File: config.mk
export PLATFORM = sky130hd
export DESIGN_NAME = axi_addr_ch_rxs
export DESIGN_NICKNAME = d
export VERILOG_FILES = /design/src/rtl/axi_addr_ch_rxs.sv
export SDC_FILE = /design/constraint.sdc
export NUM_CORES = 1
export LEC_CHECK = 0
export ABC_AREA = 1
export CELL_PAD_IN_SITES_DETAIL_PLACEMENT = 0
export CELL_PAD_IN_SITES_GLOBAL_PLACEMENT = 2
export CORE_MARGIN = 3
export CORE_UTILIZATION = 32
export DETAILED_ROUTE_END_ITERATION = 7
export PLACE_DENSITY_LB_ADDON = 0.12
export SLEW_MARGIN = 30
export SYNTH_ARGS = -nofsm -noshare
export SYNTH_HDL_FRONTEND = slang
export SYNTH_SLANG_ARGS = --single-unit
File: constraint.sdc
create_clock -name rx_clk -period 6.9 [get_ports rx_clk]
set_input_delay 1.035 -clock rx_clk [delete_from_list [all_inputs] [get_ports rx_clk]]
set_output_delay 1.035 -clock rx_clk [all_outputs]
set_load 0.03 [all_outputs]
File: src/rtl/axi_addr_ch_rxs.sv
// axi_addr_ch_rxs
//   Address-channel receiver sitting ahead of the translation logic and
//   axi_addr_ch_txs. AR/AW beats from the master are buffered in a small FIFO.
//   One translation request is issued at a time for the head beat. The head
//   payload is held stable for txs until t_done. A beat that misses
//   translation is dropped, reported on fault_*, and counted.
//
// Ports
//   rx_clk, reset_           clock, synchronous active-low reset
//   in_*, in_valid/in_ready  master beat; in_ready = ~fifo_full
//   out_*                    head payload presented to txs (0 when empty)
//   t_req, t_vaddr           translation request (level) and head vaddr
//   t_done, t_miss           1-cycle translation result pulses
//   tx_busy                  txs holds a beat (its out_valid)
//   fault_valid/id/addr      1-cycle report of a dropped beat
//   fault_cnt                saturating fault counter
module axi_addr_ch_rxs #(
    parameter int ADDR_WIDTH = 32,
    parameter int ID_WIDTH   = 8,
    parameter int USER_WIDTH = 2,
    parameter int FIFO_DEPTH = 2,
    parameter int CNT_WIDTH  = 16
) (
    input  logic                  rx_clk,
    input  logic                  reset_,
    input  logic [ID_WIDTH-1:0]   in_id,
    input  logic [ADDR_WIDTH-1:0] in_addr,
    input  logic [7:0]            in_len,
    input  logic [2:0]            in_size,
    input  logic [1:0]            in_burst,
    input  logic [2:0]            in_prot,
    input  logic [3:0]            in_cache,
    input  logic [USER_WIDTH-1:0] in_user,
    input  logic                  in_lock,
    input  logic                  in_valid,
    output logic                  in_ready,
    output logic [ID_WIDTH-1:0]   out_id,
    output logic [7:0]            out_len,
    output logic [2:0]            out_size,
    output logic [1:0]            out_burst,
    output logic [2:0]            out_prot,
    output logic [3:0]            out_cache,
    output logic [USER_WIDTH-1:0] out_user,
    output logic                  out_lock,
    output logic                  t_req,
    output logic [ADDR_WIDTH-1:0] t_vaddr,
    input  logic                  t_done,
    input  logic                  t_miss,
    input  logic                  tx_busy,
    output logic                  fault_valid,
    output logic [ID_WIDTH-1:0]   fault_id,
    output logic [ADDR_WIDTH-1:0] fault_addr,
    output logic [CNT_WIDTH-1:0]  fault_cnt
);

    localparam int AW = $clog2(FIFO_DEPTH);

    typedef struct packed {
        logic [ID_WIDTH-1:0]   id;
        logic [ADDR_WIDTH-1:0] addr;
        logic [7:0]            len;
        logic [2:0]            size;
        logic [1:0]            burst;
        logic [2:0]            prot;
        logic [3:0]            cache;
        logic [USER_WIDTH-1:0] user;
        logic                  lock;
    } beat_t;

    typedef enum logic [1:0] {
        S_IDLE,
        S_REQ,
        S_DRAIN
    } state_t;

    beat_t  mem [FIFO_DEPTH];
    beat_t  head;
    beat_t  in_beat;
    logic [AW:0] wr_ptr;
    logic [AW:0] rd_ptr;
    logic   full;
    logic   empty;
    logic   push;
    logic   pop;
    state_t state;

    assign in_beat = '{id: in_id, addr: in_addr, len: in_len, size: in_size,
                       burst: in_burst, prot: in_prot, cache: in_cache,
                       user: in_user, lock: in_lock};

    // Extra pointer MSB distinguishes full from empty when low bits match.
    assign empty    = (wr_ptr == rd_ptr);
    assign full     = (wr_ptr[AW] != rd_ptr[AW]) && (wr_ptr[AW-1:0] == rd_ptr[AW-1:0]);
    assign in_ready = ~full;
    assign push     = in_valid & ~full;
    // t_done wins over t_miss; results outside REQ are ignored.
    assign pop      = (state == S_REQ) && (t_done || t_miss);

    assign head      = empty ? '0 : mem[rd_ptr[AW-1:0]];
    assign out_id    = head.id;
    assign out_len   = head.len;
    assign out_size  = head.size;
    assign out_burst = head.burst;
    assign out_prot  = head.prot;
    assign out_cache = head.cache;
    assign out_user  = head.user;
    assign out_lock  = head.lock;
    assign t_vaddr   = head.addr;

    always_ff @(posedge rx_clk) begin
        if (push) begin
            mem[wr_ptr[AW-1:0]] <= in_beat;
        end
    end

    always_ff @(posedge rx_clk) begin
        if (!reset_) begin
            wr_ptr <= '0;
            rd_ptr <= '0;
        end else begin
            if (push) wr_ptr <= wr_ptr + 1'b1;
            if (pop)  rd_ptr <= rd_ptr + 1'b1;
        end
    end

    always_ff @(posedge rx_clk) begin
        if (!reset_) begin
            state       <= S_IDLE;
            t_req       <= 1'b0;
            fault_valid <= 1'b0;
            fault_id    <= '0;
            fault_addr  <= '0;
            fault_cnt   <= '0;
        end else begin
            fault_valid <= 1'b0;
            case (state)
                S_IDLE: begin
                    if (!empty && !tx_busy) begin
                        state <= S_REQ;
                        t_req <= 1'b1;
                    end
                end
                S_REQ: begin
                    if (t_done) begin
                        state <= S_DRAIN;
                        t_req <= 1'b0;
                    end else if (t_miss) begin
                        state       <= S_IDLE;
                        t_req       <= 1'b0;
                        fault_valid <= 1'b1;
                        fault_id    <= head.id;
                        fault_addr  <= head.addr;
                        if (fault_cnt != '1) fault_cnt <= fault_cnt + 1'b1;
                    end
                end
                S_DRAIN: begin
                    // Wait for txs to empty so the next t_done cannot be lost.
                    if (!tx_busy) state <= S_IDLE;
                end
                default: begin
                    state <= S_IDLE;
                    t_req <= 1'b0;
                end
            endcase
        end
    end

endmodule

==> impl.org, run 1 <==
** Status
- The run finished with clean final reports.

** CTS
- Clock insertion delay at the later pin of the skew report :: 430 ps
- CTS built an H-tree with a depth of 4.
- The tree is rooted in a sky130_fd_sc_hd__clkbuf_16.
- Resize count post-CTS :: 0
- Number of post-CTS setup repair buffers :: 0
- TritonCTS created 17 clock buffers.
- TritonCTS built the clock tree.
- In this run the deepest clock path goes through 2 buffers.
- Clock-pin slew was measured on the worst setup and hold paths at 70 ps.
- Cts hold-fix bufs :: 0
- The clock net in this run drives a total of 191 sinks.

** Drt
- The routed design has 19300 um of wire.
- Vias :: 5663
- After the first detailed-routing iteration, the DRC count stood at 372.
- After detailed routing, the average wire length per cell comes to 15.3 um.
- Via-per-instance ratio :: 4.48
- The detail route stage leaves a number of antenna-violating nets equal to 0.
- The first detailed-routing pass ran for 4 iterations.
- Number of remaining DRC errors :: 0

** Global routing
- Global routing consumed, over all layers together, 15.1% of the routing resources.
- Entering global routing, the biggest net connects 64 pins.
- The via count of the first global-routing pass came to 5633.
- The number of antenna violations at the first check in global routing came to 2.
- First-pass GRT wire length :: 30500 um
- After global routing the overflow that remains totals 0.

** Timing
- Setup repair after global routing left no endpoint under its margin.
- At the pin with the least slew margin, the transition time is 910 ps.
- Setup total negative slack on the finished layout was measured at 0 ps.
- On the final layout, the worst hold slack is 472 ps.
- For this run, the top clock speed supported by timing is 276 MHz.
- Minimum clock period after layout :: 3630 ps
- Hold Vio Cnt, Final :: 0
- Number of pins with negative max-slew slack in the final report :: 0
- Worst path setup slack after routing :: 3270 ps
- Tightest slew margin relative to the limit :: 39.3%
- Setup violations remaining at the end of the flow were counted as 0.
- Clock skew on the completed layout was measured at 15.5 ps.
- The worst path uses 52.6% of the clock period.

** Final layout
- Post-layout util :: 45.0%
- Of the cells placed in the final design, the portion with a size suffix greater than 1 is 6.32%.
- Synth-to-Final Area Change :: 36.5%
- Filler cell count :: 2175
- The repair_antennas step left the layout with diodes totalling 0.
- Filler-free cell count of the finished design :: 1263
- Post-layout net count :: 1007

** Placed design
- Before CTS, the worst setup slack after placement is 3660 ps.
- Input and output buffers added on the ports amount to 190.
- Routability-driven placement finished with a final weighted congestion of 0.761.
- HPWL after detailed placement :: 12900 um
- Number of placed cells counting well taps :: 1231

** Synth
- Of the total synthesized cell area, the portion taken by AND, OR, NAND and NOR gates is 17.8%.
- Yosys instantiated no cell more often than sky130_fd_sc_hd__nand2_1.
- Synth warn :: 0
- Post-synthesis instance total :: 759
- Cells taking the most area after synthesis :: sky130_fd_sc_hd__edfxtp_1 (50%), sky130_fd_sc_hd__dfxtp_1 (17%), sky130_fd_sc_hd__nand2_1 (13%), sky130_fd_sc_hd__a21oi_1 (5.4%), sky130_fd_sc_hd__o21ai_0 (3.2%)
- Complex-gate fraction of the synthesized area :: 8.96%
- Synthesized cell area :: 7550 um^2
- Proportion of synthesized chip area in sequential cells :: 67.3%
- Proportion of register bits with asynchronous set or reset after synthesis :: 0%
- Post-synth net total :: 829
- The biggest area contributor in the post-synthesis netlist is sky130_fd_sc_hd__edfxtp_1.
- Flip-flop and latch count after synthesis :: 191
- Most used flip-flop cell after synthesis :: sky130_fd_sc_hd__edfxtp_1
- Commonest cells in the netlist :: sky130_fd_sc_hd__nand2_1 (268), sky130_fd_sc_hd__edfxtp_1 (126), sky130_fd_sc_hd__a21oi_1 (82)
- After Yosys synthesis, full adders, half adders and majority gates account for 0.166% of the synthesized area.
- EDFF count, synth :: 126
- Avg Synthesized Cell Area :: 9.95 um^2
- Main combinational cell family by area after synthesis :: simple AND/OR/NAND/NOR gates
- Number of distinct library cell variants in the gate-level netlist after synthesis :: 28
- The portion of synthesized area spent on multiplexers is 0%.
- Post-Synth XOR/XNOR Area :: 0.464%
- Share of Yosys cell area claimed by the top area cell type :: 50.1%

** Pwr
- Power per cell area :: 264 nW/um^2
- The analysis attributes to cell leakage a power of 0.00403 uW.
- Maximum ir drop on the vdd rail :: 0.000148 V

** Critical path
- STA puts the critical path data required time at 5860 ps.
- Following the worst setup path forward leads to its endpoint at out_burst[0].
- For the worst flop-to-flop path, the logic depth is 7.
- In this run the critical register-to-register path is launched from wr_ptr[0]$_SDFFE_PN0P_.
- Data arrives at the worst endpoint at 2590 ps.
- For flop-to-flop paths, the worst setup slack is 4650 ps.
- End of the worst register-to-register path :: mem[1][62]$_DFFE_PP_
- Critical path class :: flip-flop to primary output
- Along the worst path, the maximum fanout reaches 48.
- STA classifies the critical path startpoint as a flip-flop.
- The worst setup path is captured at a primary output.

** Hold path
- The worst hold path belongs to the class flip-flop to flip-flop.

** Flow run
- Max-capacitance violation count :: 0

** Die
- Ports placed on the boundary :: 191
- Chip Width :: 160 um
- Core Footprint :: 22900 um^2
- Height of the chip :: 160 um
- Die area :: 25500 um^2
- Number of core rows :: 55
- For this configuration, the core starts out at a cell density of 33.0%.
[registers in the layout, summed over array words and instances (netlist names), named ones only]
signal,count
state,2
fault_addr,32
fault_valid,1
wr_ptr,2
fault_cnt,16
t_req,1
mem,126
fault_id,8
rd_ptr,2
[worst max-delay path, stage by stage, from the launching register on]
cell and delay, ps:
sky130_fd_sc_hd__dfxtp_2 320, sky130_fd_sc_hd__inv_2 230, sky130_fd_sc_hd__buf_4 520, sky130_fd_sc_hd__nand2_1 120
sky130_fd_sc_hd__a21oi_1 210, sky130_fd_sc_hd__clkdlybuf4s50_1 720
[through the flow]
step	instance area (um^2)	power (uW)
after floorplan	7550	1590
after global placement	9740	1800
after detailed placement	9740	1810
after CTS	10300	2770
after global routing	10300	2850
final	10300	2730
[cell families (layout without fill, tap and decap cells)]
family	after synthesis	count (layout)
xor gates and xnor gates	4	4
AOI/OAI and AO/OA	133	133
DFF	191	191
adders and majority gates	1	1
buffers and inverters	100	291
and+or+nand+nor	330	330
[power by group]
part           internal (uW)  leakage (uW)  switching [uW]
sequential              1290       0.00170            16.8
combinational            172       0.00204             301
clock                    482      0.000279             471
total                   1940       0.00403             789
[routing by layer]
metal	global-route usage, %	share of wire (%)	up-vias
met5	0	0.17	-
met4	4.02	1.0	4
met3	5.42	6.5	20
met2	25.6	49	137
met1	18.2	44	2631
li1	-	-	2871
[final cells by class]
cell class	count	area (um^2)	share of cell area (%)
Timing Repair Buffer	196	1940	18.8
Tap cell	313	392	3.80
Sequential cell	191	5090	49.3
Clock inverter	15	146	1.42
Clock buffer	17	425	4.12
Inverter	63	236	2.29
Multi-Input combinational cell	468	2090	20.2
[worst min-delay path by stage]
stage                                       from                     end  slack [ps]  depth (start not counted)
final                     wr_ptr[1]$_SDFFE_PN0P_  wr_ptr[1]$_SDFFE_PN0P_         470                          1
after global routing      wr_ptr[1]$_SDFFE_PN0P_  wr_ptr[1]$_SDFFE_PN0P_         500                          1
after CTS                 wr_ptr[1]$_SDFFE_PN0P_  wr_ptr[1]$_SDFFE_PN0P_         470                          1
after detailed placement  wr_ptr[1]$_SDFFE_PN0P_  wr_ptr[1]$_SDFFE_PN0P_         460                          1
after global placement    wr_ptr[1]$_SDFFE_PN0P_  wr_ptr[1]$_SDFFE_PN0P_         450                          1
after floorplan           wr_ptr[1]$_SDFFE_PN0P_  wr_ptr[1]$_SDFFE_PN0P_         420                          1
[cell usage in the layout, fill, tap and decap left out, types with 4 or more instances in the layout]
cell,count
sky130_fd_sc_hd__nand2_1,267
sky130_fd_sc_hd__clkdlybuf4s50_1,189
sky130_fd_sc_hd__edfxtp_1,126
sky130_fd_sc_hd__a21oi_1,82
sky130_fd_sc_hd__dfxtp_1,64
sky130_fd_sc_hd__inv_1,59
sky130_fd_sc_hd__o21ai_0,48
sky130_fd_sc_hd__nor2_1,20
sky130_fd_sc_hd__nand3_1,19
sky130_fd_sc_hd__clkbuf_16,17
sky130_fd_sc_hd__nand2_2,6
sky130_fd_sc_hd__nand4_1,6
sky130_fd_sc_hd__buf_4,6
sky130_fd_sc_hd__inv_6,4
sky130_fd_sc_hd__inv_8,4
Power figures use the tool's default switching activity.
==> run 2: changes to the inputs <==
Settings changed: CORE_UTILIZATION 32 to 30.
Clock period 6.9 ns to 3.6 ns, I/O delays scaled along.
==> run 2 against run 1 <==
  * Count of clock-buffer cells in the layout up 1
  * Clock power grew 100%
  * Setup slack worse by 3000 ps
  * Global-route usage fell by 0.23 points
  * Via count grew 0.19%
  * First-iteration DRC count is 19% lower
  * Sequential power rose by 92%
  * Die area is 6.4% higher
  * Non-clock buffer count grew 4
  * Sequential share of layout area fell by 0.66 points
  * Power increased by 95%
  * Critical path depth up 2
==> impl.org, run 2 (synthesis results as in run 1) <==
** Status
- The run finished with clean final reports.

** Pwr
- VDD sags by at most 0.000253 V.
- Power per cell area :: 509 nW/um^2
- In this run the static leakage power is 0.00407 uW.
- Switching part of the total power :: 28.5%
- Combinational logic burns 17.4% of the power.
- For this design the total switching power over the nets is 1520 uW.
- The clock network accounts for 35.6% of the total power.
- Internal power :: 3800 uW
- The share of total power dissipated in sequential elements is 47.0%.

** Timing
- The number of max-slew violations in the final report is 0.
- For the pin with the worst max-slew slack, the measured transition is 796 ps.
- TNS Setup :: 0 ps
- Hold Vio Cnt, Final :: 0
- Setup repair after global routing left no endpoint under its margin.
- In the finished design, the share of the clock period the worst path needs comes to 92.3%.
- Tightest slew margin relative to the limit :: 46.9%
- For the finished layout, the period the worst path requires is 3320 ps.
- Final-layout worst hold slack :: 457 ps
- Final setup violating endpoints :: 0
- Derived from the worst setup path, the maximum achievable clock frequency is 301 MHz.
- Worst Skew :: 19.7 ps

** Final layout
- In the layout the commonest cells are sky130_fd_sc_hd__nand2_1 (267), sky130_fd_sc_hd__clkdlybuf4s50_1 (190), sky130_fd_sc_hd__edfxtp_1 (126).
- The post-route netlist has 6.60% of its cells at a drive strength greater than 1.
- Compared with the post-synthesis result, the final layout area differs by 38.4%.
- The register with the most flip-flops in the layout has 126 of them.
- Leaving out filler cells and counting taps, the final layout contains 1278.
- The final layout contains 1011 nets.
- Summing all non-filler instances in the final layout gives an area of 10500 um^2.
- The number of antenna diodes in the final layout is 0.
- The library cell used most frequently in the layout, excluding fill and tap cells, is sky130_fd_sc_hd__nand2_1.

** CTS
- Number of buffers inserted during clock tree synthesis :: 17
- Root buf cell :: sky130_fd_sc_hd__clkbuf_16
- Clock transition at path regs :: 70 ps
- In this run, post-CTS repair resized a total of 0 instances.
- TritonCTS clock tree :: done
- Cts hold-fix bufs :: 0
- The number of setup buffers added after CTS is 0.
- The later pin in the worst-skew pair is clocked with a latency of 430 ps.
- No sink is reached through more buffers than the 2 on the longest clock path.
- H-tree depth reported by CTS :: 4
- Clock sink count :: 191

** Global routing
- The first global-routing pass estimated 31000 um of wire.
- Pin count of the biggest net entering global routing :: 53
- Number of global-route vias before repair :: 5713
- The number of antenna violations at the first check in global routing was 1.
- Overall routing resource usage :: 14.8%
- Global-route congestion overflow total :: 0

** Die
- The die covers 27100 um^2.
- Row generation in the floorplan step produced 57 rows.
- From left edge to right edge, the die measures 165 um.
- Core Footprint :: 24500 um^2
- The floorplan step set the die height to 165 um.
- Ports placed on the boundary :: 191
- Effective utilization at floorplan :: 30.8%

** Drt
- The final layout contains routed wiring with a total length of 19700 um.
- In this run the remaining antenna-violating nets after routing total 0.
- The pre-antenna-repair detailed-routing pass consisted of 4 iterations.
- In the final routed layout, each cell accounts on average for 15.4 um.
- Detailed routing inserted a total of 5674 vias.
- After detailed routing, the number of remaining DRC violations is 0.
- Initial drt markers :: 302
- In the routed layout, each cell is associated on average with a via count of 4.44.

** Critical path
- Data on the critical path arrives at its endpoint at 2780 ps.
- In this run the worst path has a maximum fanout of 23.
- Category of the worst setup path capture point :: primary output
- Critical Path Start Type :: flip-flop
- The setup path with the least slack is of type flip-flop to primary output.
- For the worst setup path, the data required time is 3060 ps.

** Placed design
- Cell Area, Placed :: 9850 um^2
- Routability-driven placement finished with a final weighted congestion of 0.773.
- In this run the tool buffered the top-level ports with 190 buffer cells.
- Number of placed cells counting well taps :: 1246
- HPWL after detailed placement :: 13500 um

** Flow run
- Max-capacitance violation count :: 0

** Hold path
- The worst hold path belongs to the class flip-flop to flip-flop.
run 2: cell types whose count changed in the layout (fill, tap and decap cells not counted), sizes merged:
cell | previous run | this run
buf | 7 | 10
bufinv | 0 | 1
clkbuf | 17 | 18
clkdlybuf4s50 | 189 | 190
clkinv | 7 | 6
inv | 70 | 69
run 2: worst paths after layout:
kind	from	cells after the start	slack (ps)	end
setup / recovery	wr_ptr[0]$_SDFFE_PN0P_	7	280	out_len[1]
hold / removal	wr_ptr[1]$_SDFFE_PN0P_	1	460	wr_ptr[1]$_SDFFE_PN0P_
setup reg to reg	wr_ptr[0]$_SDFFE_PN0P_	7	1420	mem[1][0]$_DFFE_PP_
hold reg to reg	wr_ptr[1]$_SDFFE_PN0P_	1	460	wr_ptr[1]$_SDFFE_PN0P_
run 2: per-layer routing:
metal  up-vias  wire length (um)  global-route usage (%)
met3        19              1120                    4.46
met2       136              9740                    25.3
met4         2               311                    4.31
li1       2875                 -                       -
met5         -                13                       0
met1      2642              8540                    18.2
run 2: per-stage QoR:
step,setup WS [ps],util (%),total power (uW)
6_report,277,42.6,5320
5_1_grt,52.7,42.6,5570
4_1_cts,212,42.6,5410
3_5_place_dp,722,40.2,3490
3_3_place_gp,739,40.2,3480
2_1_floorplan,491,-,3050
run 2: critical path, stage by stage (launching register included):
cell,delay (ps)
sky130_fd_sc_hd__dfxtp_1,420
sky130_fd_sc_hd__inv_1,120
sky130_fd_sc_hd__nand2_1,70
sky130_fd_sc_hd__nand2_1,70
sky130_fd_sc_hd__nand2_2,240
sky130_fd_sc_hd__inv_1,420
sky130_fd_sc_hd__a21oi_1,310
sky130_fd_sc_hd__clkdlybuf4s50_1,710
run 2: layout make-up:
class	instances	area, um^2
timing repair buffer	200	2040
sequential	191	5090
clock inverter	14	170
fill	2398	14100
clock buffer	18	429
multi-input combinational	468	2090
inverter	63	236
tap	324	405
run 2: power by group through the flow:
stage / logic, uW / clock network [uW] / registers (uW)
after floorplan: 476 / 0 / 2570
after CTS: 943 / 1970 / 2500
after detailed placement: 939 / 0 / 2550
after global placement: 936 / 0 / 2550
after global routing: 1000 / 2060 / 2510
final: 926 / 1900 / 2500
==> run 3: changes to the inputs <==
Settings changed: CORE_UTILIZATION 30 to 35, DONT_BUFFER_PORTS from default to 1.
==> run 3 against run 2 <==
  * Maximum frequency is 20% higher
  * Hold slack got worse by 260 ps
  * Count of clock-buffer cells in the layout shrank 1
  * Via count decreased by 10%
  * Largest cell class unchanged
  * Core utilization shrank 1.9 points
  * Sequential share of layout area up 11 points
  * Register-to-register slack about the same
  * Global-route usage up 0.43 points
  * Sequential power about the same
  * Design area shrank 18%
==> impl.org, run 3 (synthesis results as in run 1) <==
** Final layout
- Registers take 5090 um^2.
- The library cells used most frequently in the layout, excluding fill and tap cells, are sky130_fd_sc_hd__nand2_1 (267), sky130_fd_sc_hd__edfxtp_1 (126), sky130_fd_sc_hd__a21oi_1 (82).
- The register with the most flip-flops in the layout has 126 of them.
- Filler cell count :: 2040
- Diode insertion count for antenna repair :: 0
- Leaving out fill and tap cells, the most frequent cell in the layout is sky130_fd_sc_hd__nand2_1.
- At the end of the flow, the number of nets in the layout was 841.
- Proportion of layout cells with a drive suffix above 1 :: 10.7%
- In the final layout, the multi-input gates occupy 2090 um^2.
- Relative to the synthesized area, the layout overhead comes to 13.6%.

** Die
- The floorplan step defined a die boundary enclosing 23400 um^2.
- After floorplanning, the core was sized to cover 21100 um^2.
- Effective utilization at floorplan :: 35.8%
- The die is 153 um wide.
- 191 I/O pins were placed.
- Measured along the y axis, the die boundary spans 153 um.
- After floorplanning, the core was divided into 53 placement rows.

** CTS
- In this run, CTS created clock tree buffers numbering 17.
- The H-tree was split into 4 levels.
- After clock tree synthesis, the clock-pin slew on the worst setup and hold paths is 80 ps.
- Post-CTS repair changed the size of 0 cells.
- The cell sitting at the root of the clock tree is a sky130_fd_sc_hd__clkbuf_16.
- Number of post-CTS setup repair buffers :: 0
- No sink is reached through more buffers than the 2 on the longest clock path.
- Clock sink count :: 191
- Clock insertion delay at the later pin of the skew report :: 430 ps
- TritonCTS clock tree :: done
- For this design, the CTS-stage hold fixing added 0 buffers.

** Critical path
- Critical Path Slowest Stage Cell :: sky130_fd_sc_hd__dfxtp_1
- Largest stage delay on the critical path :: 410 ps
- Critical path class :: flip-flop to primary output
- For the worst setup path, the data arrival time is 2240 ps.
- Measured in cells, the most critical reg-to-reg path has a length of 7.
- Critical Path Start Type :: flip-flop
- Crit. path cell count :: 7
- Category of the worst setup path capture point :: primary output
- Walking the worst path, the cells encountered are inv_1 > nand2_1 > nand2_1 > nand2_2 > inv_1 > a21oi_1 > buf_4.
- Along the worst path, the maximum fanout reaches 23.
- Sum of buffers and inverters on the critical path :: 3
- At the worst endpoint, the required time is 3060 ps.
- Family with the most delay on the worst path :: buffers and inverters

** Timing
- The clock arrives with 18.7 ps of skew.
- At the pin with the least slew margin, the transition time is 741 ps.
- Final Cycle Share :: 77.2%
- Adding up every negative setup slack in the final design gives 0 ps.
- Max Freq :: 360 MHz
- The number of max-slew violations in the final report is 0.
- Final setup violating endpoints :: 0
- Once routing completed, OpenROAD measured the worst setup slack at 822 ps.
- The total count of hold-check failures in the final report came to 0.
- RSZ-0062 raised after global routing :: no
- Tightest slew margin relative to the limit :: 50.6%
- Minimum clock period after layout :: 2780 ps

** Drt
- In the routed layout, each cell is associated on average with a via count of 4.82.
- Number of antenna-violating nets in the routed design :: 0
- Vias :: 5102
- After detailed routing, the number of remaining DRC violations is 0.
- Initial drt markers :: 202
- Router iterations before antenna repair :: 4
- Overall routed net length :: 17900 um
- Dividing the detail-routed wire length by the instance count gives 16.9 um.

** Global routing
- Entering global routing, the biggest net connects 66 pins.
- Overall routing resource usage :: 15.3%
- First-pass GRT wire length :: 28300 um
- Number of global-route vias before repair :: 4939
- Initial antenna violation count :: 0
- Global-route congestion overflow total :: 0

** Flow run
- Max-capacitance violation count :: 0

** Pwr
- Reported leakage power :: 0.00346 uW
- Power per cell area :: 581 nW/um^2
- Maximum ir drop on the vdd rail :: 0.000291 V

** Hold path
- The worst hold path passes through 0 cells.
- The path class of the tightest hold or removal check is primary input to flip-flop.

** Placed design
- At the placement stage, the worst setup path has a slack of 1240 ps.
- HPWL after detailed placement :: 11800 um
- Port Buffers :: 0
- Weighted congestion at the end of routability-driven global placement :: 0.800

** Status
- Run status :: finished clean
==> run 3: cell types whose count changed in the layout (fill, tap and decap cells not counted) <==
cell	delta
sky130_fd_sc_hd__clkinv_2	+2
sky130_fd_sc_hd__buf_12	-3
sky130_fd_sc_hd__clkdlybuf4s50_1	-190
sky130_fd_sc_hd__inv_8	+1
sky130_fd_sc_hd__bufinv_16	-1
sky130_fd_sc_hd__inv_2	-1
sky130_fd_sc_hd__buf_4	+23
sky130_fd_sc_hd__clkbuf_1	-1
sky130_fd_sc_hd__clkinvlp_4	+3
sky130_fd_sc_hd__clkinv_8	-1
sky130_fd_sc_hd__inv_6	-3
sky130_fd_sc_hd__inv_12	+1
==> run 3: worst paths after layout <==
check | from | to | slack (ps)
setup reg to reg | wr_ptr[0]$_SDFFE_PN0P_ | mem[1][24]$_DFFE_PP_ | 1420
setup / recovery | wr_ptr[0]$_SDFFE_PN0P_ | out_len[7] | 820
hold reg to reg | wr_ptr[1]$_SDFFE_PN0P_ | wr_ptr[1]$_SDFFE_PN0P_ | 450
hold / removal | in_user[1] | mem[0][2]$_DFFE_PP_ | 200
==> run 3: where the power goes <==
part	switching [uW]	internal (uW)	total (uW)
logic	494	133	628
registers	65.2	2460	2530
clock network	911	924	1830
==> run 3: routing by layer <==
layer  routed length, um  vias to the layer above  global-route usage, %
met5                   0                        -                      0
met1                7300                     2390                   18.1
li1                    -                     2533                      -
met2                8780                      160                   25.7
met4                 271                        0                   4.16
met3                1570                       19                   6.31
==> run 3: layout make-up <==
type,count,area share (%)
inverter,63,2.77
tap,275,4.01
clock inverter,15,1.78
clock buffer,17,4.96
timing repair buffer,30,2.92
sequential,191,59.3
multi-input combinational,468,24.3
==> run 3: through the flow <==
stage | instance area [um^2] | cells | total power, uW | utilization [%] | hold slack [ps]
after CTS | 8580 | 1059 | 5060 | 40.7 | 179
after detailed placement | 8000 | 1027 | 3220 | 38.0 | 441
after global placement | 8000 | 1027 | 3220 | 38.0 | 447
after global routing | 8580 | 1059 | 5190 | 40.7 | 174
after floorplan | 7560 | 759 | 3050 | - | 425
final | 8580 | 1059 | 4990 | 40.7 | 198
